===== config.mk =====
export PLATFORM = sky130hd
export DESIGN_NAME = rx_ds_char
export DESIGN_NICKNAME = d
export VERILOG_FILES = /design/src/rtl/rx_ds_pkg.sv /design/src/rtl/ds_bit_recover.sv /design/src/rtl/rx_ds_char.sv
export SDC_FILE = /design/constraint.sdc
export NUM_CORES = 1
export LEC_CHECK = 0
export ABC_AREA = 1
export BUFFER_PORTS_ARGS = -buffer_cell sky130_fd_sc_hd__buf_2
export CORE_AREA = 2 2 108 110
export DETAILED_ROUTE_END_ITERATION = 10
export DIE_AREA = 0 0 110 112
export HOLD_SLACK_MARGIN = 0.12
export PLACE_DENSITY = 0.49
export SYNTH_ARGS = -nofsm -noshare
export SYNTH_HDL_FRONTEND = slang
export SYNTH_SLANG_ARGS = --single-unit

===== constraint.sdc =====
create_clock -name rxClk -period 2.35 [get_ports rxClk]
set_clock_uncertainty 0.1 [all_clocks]
set_input_delay 0.1175 -clock rxClk [delete_from_list [all_inputs] [get_ports rxClk]]
set_output_delay 0.1175 -clock rxClk [all_outputs]
set_load 0.005 [all_outputs]

===== src/rtl/rx_ds_pkg.sv =====
// rx_ds_pkg: definitions shared by the DS character receiver.
//   rxState_t    - receiver FSM state encoding
//   CODE_*       - two-bit control codes {c1,c0}
//   NULL_PATTERN - hunt window contents for ESC tail + FCT (P=0);
//                  the oldest bit is in the MSB, the newest in the LSB
package rx_ds_pkg;

  typedef enum logic [1:0] {
    HUNT = 2'd0,
    PAR  = 2'd1,
    FLAG = 2'd2,
    BITS = 2'd3
  } rxState_t;

  localparam logic [1:0] CODE_FCT = 2'b00;
  localparam logic [1:0] CODE_EOP = 2'b01;
  localparam logic [1:0] CODE_EEP = 2'b10;
  localparam logic [1:0] CODE_ESC = 2'b11;

  // Time order 1,1,1,0,1,0,0: ESC's F,c1,c0 followed by FCT's P,F,c1,c0.
  localparam logic [6:0] NULL_PATTERN = 7'b1110100;

endpackage


===== src/rtl/ds_bit_recover.sv =====
// ds_bit_recover: resynchronises the DS data/strobe pair into rxClk and
// recovers one bit per d^s transition.
//   rxClk     - receive clock
//   rxReset   - synchronous active-high reset
//   d, s      - asynchronous DS data and strobe lines
//   bitStrobe - high for one cycle when synchronised d^s changed
//   bitData   - synchronised d, valid while bitStrobe is high
module ds_bit_recover
  import rx_ds_pkg::*;
#(
  parameter int SYNC_STAGES = 2
) (
  input  logic rxClk,
  input  logic rxReset,
  input  logic d,
  input  logic s,
  output logic bitStrobe,
  output logic bitData
);

  logic [SYNC_STAGES-1:0] dSync;
  logic [SYNC_STAGES-1:0] sSync;
  logic                   xorPrev;
  logic                   dSyncd;
  logic                   sSyncd;

  assign dSyncd = dSync[SYNC_STAGES-1];
  assign sSyncd = sSync[SYNC_STAGES-1];

  always_ff @(posedge rxClk) begin
    if (rxReset) begin
      dSync   <= '0;
      sSync   <= '0;
      xorPrev <= 1'b0;
    end else begin
      dSync[0] <= d;
      sSync[0] <= s;
      for (int i = 1; i < SYNC_STAGES; i++) begin
        dSync[i] <= dSync[i-1];
        sSync[i] <= sSync[i-1];
      end
      // extra stage: previous d^s, used to spot the transition
      xorPrev <= dSyncd ^ sSyncd;
    end
  end

  assign bitStrobe = (dSyncd ^ sSyncd) ^ xorPrev;
  assign bitData   = dSyncd;

endmodule


===== src/rtl/rx_ds_char.sv =====
// rx_ds_char: DS link character receiver. Acquires alignment on a NULL,
// then decodes data characters, EOP/EEP, FCT and time codes, checking
// odd parity and escape sequences and watching for link silence.
//   rxClk, rxReset  - clock, synchronous active-high reset
//   d, s            - DS data / strobe lines
//   charValid       - one-cycle pulse: charData/charIsCtrl hold a character
//   charIsCtrl      - 1 for EOP/EEP (charData[1:0] = code)
//   charData        - data byte or control code
//   fctPulse        - one-cycle pulse per received FCT
//   timeValid       - one-cycle pulse: timeData holds a time code
//   timeData        - time-code value
//   gotNull         - level, link aligned since the last NULL
//   parityErr, escErr, disconnect - one-cycle error pulses
module rx_ds_char
  import rx_ds_pkg::*;
#(
  parameter int SYNC_STAGES = 2,
  parameter int DISC_CYCLES = 510
) (
  input  logic       rxClk,
  input  logic       rxReset,
  input  logic       d,
  input  logic       s,
  output logic       charValid,
  output logic       charIsCtrl,
  output logic [7:0] charData,
  output logic       fctPulse,
  output logic       timeValid,
  output logic [7:0] timeData,
  output logic       gotNull,
  output logic       parityErr,
  output logic       escErr,
  output logic       disconnect
);

  logic        bitStrobe;
  logic        bitData;
  rxState_t    state;
  logic [6:0]  window;
  logic [6:0]  winNext;
  logic        pBit;
  logic        fBit;
  logic        bitsPar;   // parity of the previous character's data/code bits
  logic        escFlag;
  logic [3:0]  bitCnt;
  logic [7:0]  shiftReg;
  logic [7:0]  byteNext;
  logic [1:0]  codeNext;
  logic        discArmed;
  logic [15:0] discCnt;
  logic        discFire;

  ds_bit_recover #(
    .SYNC_STAGES(SYNC_STAGES)
  ) u_bitRecover (
    .rxClk    (rxClk),
    .rxReset  (rxReset),
    .d        (d),
    .s        (s),
    .bitStrobe(bitStrobe),
    .bitData  (bitData)
  );

  // Data arrives LSB first and shifts in from the top; codes arrive c1 then c0.
  assign winNext  = {window[5:0], bitData};
  assign byteNext = {bitData, shiftReg[7:1]};
  assign codeNext = {shiftReg[7], bitData};
  assign discFire = discArmed && !bitStrobe && (discCnt == 16'(DISC_CYCLES - 1));

  // Silence watchdog: armed by any edge, disarmed once it fires.
  always_ff @(posedge rxClk) begin
    if (rxReset) begin
      discArmed <= 1'b0;
      discCnt   <= '0;
    end else if (bitStrobe) begin
      discArmed <= 1'b1;
      discCnt   <= '0;
    end else if (discFire) begin
      discArmed <= 1'b0;
      discCnt   <= '0;
    end else if (discArmed) begin
      discCnt <= discCnt + 16'd1;
    end
  end

  always_ff @(posedge rxClk) begin
    if (rxReset) begin
      state      <= HUNT;
      window     <= '0;
      pBit       <= 1'b0;
      fBit       <= 1'b0;
      bitsPar    <= 1'b0;
      escFlag    <= 1'b0;
      bitCnt     <= '0;
      shiftReg   <= '0;
      gotNull    <= 1'b0;
      charValid  <= 1'b0;
      charIsCtrl <= 1'b0;
      charData   <= '0;
      fctPulse   <= 1'b0;
      timeValid  <= 1'b0;
      timeData   <= '0;
      parityErr  <= 1'b0;
      escErr     <= 1'b0;
      disconnect <= 1'b0;
    end else begin
      charValid  <= 1'b0;
      fctPulse   <= 1'b0;
      timeValid  <= 1'b0;
      parityErr  <= 1'b0;
      escErr     <= 1'b0;
      disconnect <= 1'b0;
      if (discFire) begin
        disconnect <= 1'b1;
        gotNull    <= 1'b0;
        escFlag    <= 1'b0;
        window     <= '0;
        state      <= HUNT;
      end else if (bitStrobe) begin
        unique case (state)
          HUNT: begin
            window <= winNext;
            if (winNext == NULL_PATTERN) begin
              // the NULL's FCT code (00) is the preceding-bits parity term
              state   <= PAR;
              gotNull <= 1'b1;
              escFlag <= 1'b0;
              bitsPar <= 1'b0;
              window  <= '0;
            end
          end
          PAR: begin
            pBit  <= bitData;
            state <= FLAG;
          end
          FLAG: begin
            if ((pBit ^ bitData ^ bitsPar) == 1'b0) begin
              parityErr <= 1'b1;
              gotNull   <= 1'b0;
              escFlag   <= 1'b0;
              window    <= '0;
              state     <= HUNT;
            end else begin
              fBit    <= bitData;
              bitsPar <= 1'b0;
              bitCnt  <= bitData ? 4'd2 : 4'd8;
              state   <= BITS;
            end
          end
          BITS: begin
            bitsPar  <= bitsPar ^ bitData;
            shiftReg <= byteNext;
            bitCnt   <= bitCnt - 4'd1;
            if (bitCnt == 4'd1) begin
              if (!fBit) begin
                state <= PAR;
                if (escFlag) begin
                  timeValid <= 1'b1;
                  timeData  <= byteNext;
                  escFlag   <= 1'b0;
                end else begin
                  charValid  <= 1'b1;
                  charIsCtrl <= 1'b0;
                  charData   <= byteNext;
                end
              end else if (escFlag) begin
                escFlag <= 1'b0;
                if (codeNext == CODE_FCT) begin
                  state <= PAR;          // ESC+FCT is a NULL: silently consumed
                end else begin
                  escErr  <= 1'b1;
                  gotNull <= 1'b0;
                  window  <= '0;
                  state   <= HUNT;
                end
              end else begin
                state <= PAR;
                unique case (codeNext)
                  CODE_FCT: fctPulse <= 1'b1;
                  CODE_ESC: escFlag  <= 1'b1;
                  default: begin
                    charValid  <= 1'b1;
                    charIsCtrl <= 1'b1;
                    charData   <= {6'b0, codeNext};
                  end
                endcase
              end
            end
          end
          default: state <= HUNT;
        endcase
      end
    end
  end

endmodule


==> flow_summary.toml <==
[sta]
finalHoldViolations = 0
rsz0062_at_grt = "no"
tns_ns = 0
setup_viol = 0
drv_slew = 0
fin_crit_sh_pct = 80.0
whs_ns = 0.151
layout_min_cycle_time_ns = 1.88
slew_headroom_pct = 63.6
max_freq_mhz = 532
worstMarginPinSlew_ns = 0.546

[power]
ir_worst_vdd_mv = 0.456
power_density_nw_per_um2 = 683
p_leak_nw = 1.60

[routing]
drt-initial-drc-count = 145
vias = 2815
vias_per_cell = 4.53
routedWlPerCell_um = 11.7
ant_nets = 0
drt_pass1_iterations = 4
wirelength_um = 7280
drc = 0

[placed_design]
io_buffers = 27
gp_congestion = 0.764
dpl.hpwl_um = 5090

[floorplanning]
initial_core_util_pct = 29.4
core_um2 = 11200
dieArea_um2 = 12300
die_h_um = 112
rows = 39
die_w_um = 110
ios = 28

[finish]
syn_to_final_growth_pct = 16.7
utilization_pct = 34.4
drive_gt1_share_pct = 16.5
n_fill_cell = 1177
nets = 483
diodes = 0

[clock_network]
numCtsBuffers = 9
cts_buffer_depth = 2
cts_resized = 0
cts-root-buf = "clkbuf_16"
clk_latency_ns = 0.34
cts_sinks = 69
path_clk_slew_ns = 0.05
cts_tree = "built"
htreeDepth = 3

[logic_synthesis]
synth.cell_area_um2 = 3290
synth_warnings = 0
syn-num-nets = 453
ys_types = 34
syn_area_per_cell_um2 = 7.43
syn_inst = 443
seq_area_frac_synth_pct = 42.0
ys_seq_elements = 69

[worst_setup_path]
critPathRequiredTime_ns = 2.52
cp-startpoint = "u_bitRecover.dSync[1]"
crit_arrival_ns = 2.05
worst-setup-path-type = "reg2reg"
end_kind = "flop"
path_max_fanout = 8
r2r_start = "u_bitRecover.dSync[1]"
start_kind = "flop"

[grt]
antenna_found_initial = 0
grt_pass1_wl_um = 12300
grt_use_total_pct = 12.7
grt_pass1_vias = 2602
grt_overflow = 0
grt_max_degree = 29

[run]
maxCapViolCount = 0

[min_path]
hold_class = "in2reg"
hp-start = "rxReset"

[outcome]
outcome = "complete, no violations"
-- cells in the mapped netlist, drive strengths merged --
cell type,number,area [um2]
xor2,6,52.6
and3,1,6.26
o21bai,1,7.51
nand2,97,423
or2,1,6.26
o21ai,15,75.1
dfxtp,69,1380
nand3,35,203
nor4,2,12.5
a21oi,36,203
clkbuf,5,18.8
buf,9,85.1
nor2,77,328
nand3b,1,7.51
xnor2,3,26.3
inv,49,191
ha,6,75.1
nor3,8,51.3
nand4,22,138
-- stage by stage --
step	cells	cell area, um2	setup WS [ns]	total power [mW]
after floorplan	443	3290	0.651	1.33
after global placement	603	3530	0.509	1.35
after detailed placement	603	3530	0.471	1.36
after CTS	621	3840	0.448	2.66
after global routing	621	3840	0.322	2.73
final	621	3840	0.470	2.62
-- placed cells by master, fill, tap and decap left out, types with 2 or more instances in the layout --
cell	count
buf_2	27
buf_4	4
clkbuf_16	9
a21oi_2	6
nand3_2	3
xor2_1	6
nand2_4	4
nand2_2	5
clkinv_4	2
nor3_1	7
xnor2_1	3
ha_1	6
a21oi_1	30
clkbuf_8	2
nor4_1	2
nand3_1	31
nor2_4	2
clkinv_2	2
inv_1	45
dfxtp_1	69
nor2_2	3
dlygate4sd3_1	2
o21ai_0	15
nand2_1	87
inv_2	2
nor2_1	71
nand4_1	22
-- sequential cells by signal, summed over array words and instances (netlist names), 2 cells and up --
register,cells
bitCnt,4
charData,8
discCnt,16
shiftReg,7
state,2
timeData,8
u_bitRecover.dSync,2
u_bitRecover.sSync,2
window,6
-- metal layers --
layer / GRT usage (%) / share of wire (%) / wire (um)
met1: 16.4 / 49 / 3550
met2: 19.4 / 46 / 3360
met5: 0 / 0 / 0
met4: 5.99 / 1.5 / 109
met3: 3.57 / 3.7 / 267
-- final cells by class --
type | count | area, um2 | area share, %
clock buffers | 11 | 253 | 6.58
repair buffers | 33 | 185 | 4.82
inverters | 49 | 191 | 4.99
multi-input cells | 311 | 1610 | 42.0
flip-flops and latches | 69 | 1380 | 36.0
clock inverters | 5 | 35.0 | 0.913
well taps | 143 | 179 | 4.66
-- critical path, cell delays in order, from the launching register on --
cell and delay [ns]:
dfxtp_1 0.48, inv_6 0.10, ha_1 0.21, inv_1 0.07, nand3_1 0.09, nand2_1 0.12, nand3_2 0.14, nor3_4 0.32
nor2_1 0.07, nor2_1 0.11
-- what timing repair did --
item | 4_1_cts | 5_1_grt
hold buffers | 2 | 0
setup buffers | 0 | 0
endpoints found under the hold margin | 2 | 0
-- final timing paths --
check | depth (start not counted) | slack (ns) | to
min reg2reg | 2 | 0.30 | u_bitRecover.sSync[1]
max reg2reg | 9 | 0.47 | window[0]
min | 2 | 0.15 | u_bitRecover.dSync[1]
max | 9 | 0.47 | window[0]
-- kinds of logic after synthesis --
| family | after synthesis | synth area share, % |
|---|---|---|
| and+or+nand+nor | 244 | 35.7 |
| adders and majority gates | 6 | 2.28 |
| buffers and inverters | 63 | 8.97 |
| DFF | 69 | 42.0 |
| xor gates and xnor gates | 9 | 2.40 |
| AOI/OAI and AO/OA | 52 | 8.67 |
-- where the power goes --
| group | leakage [nW] | switching [mW] | total, mW | internal, mW |
|---|---|---|---|---|
| Combinational | 0.903 | 0.0817 | 0.124 | 0.0424 |
| Sequential | 0.558 | 0.0189 | 1.21 | 1.19 |
| Clock | 0.141 | 0.519 | 1.29 | 0.771 |
No activity file was read; power rests on OpenSTA's default activity.
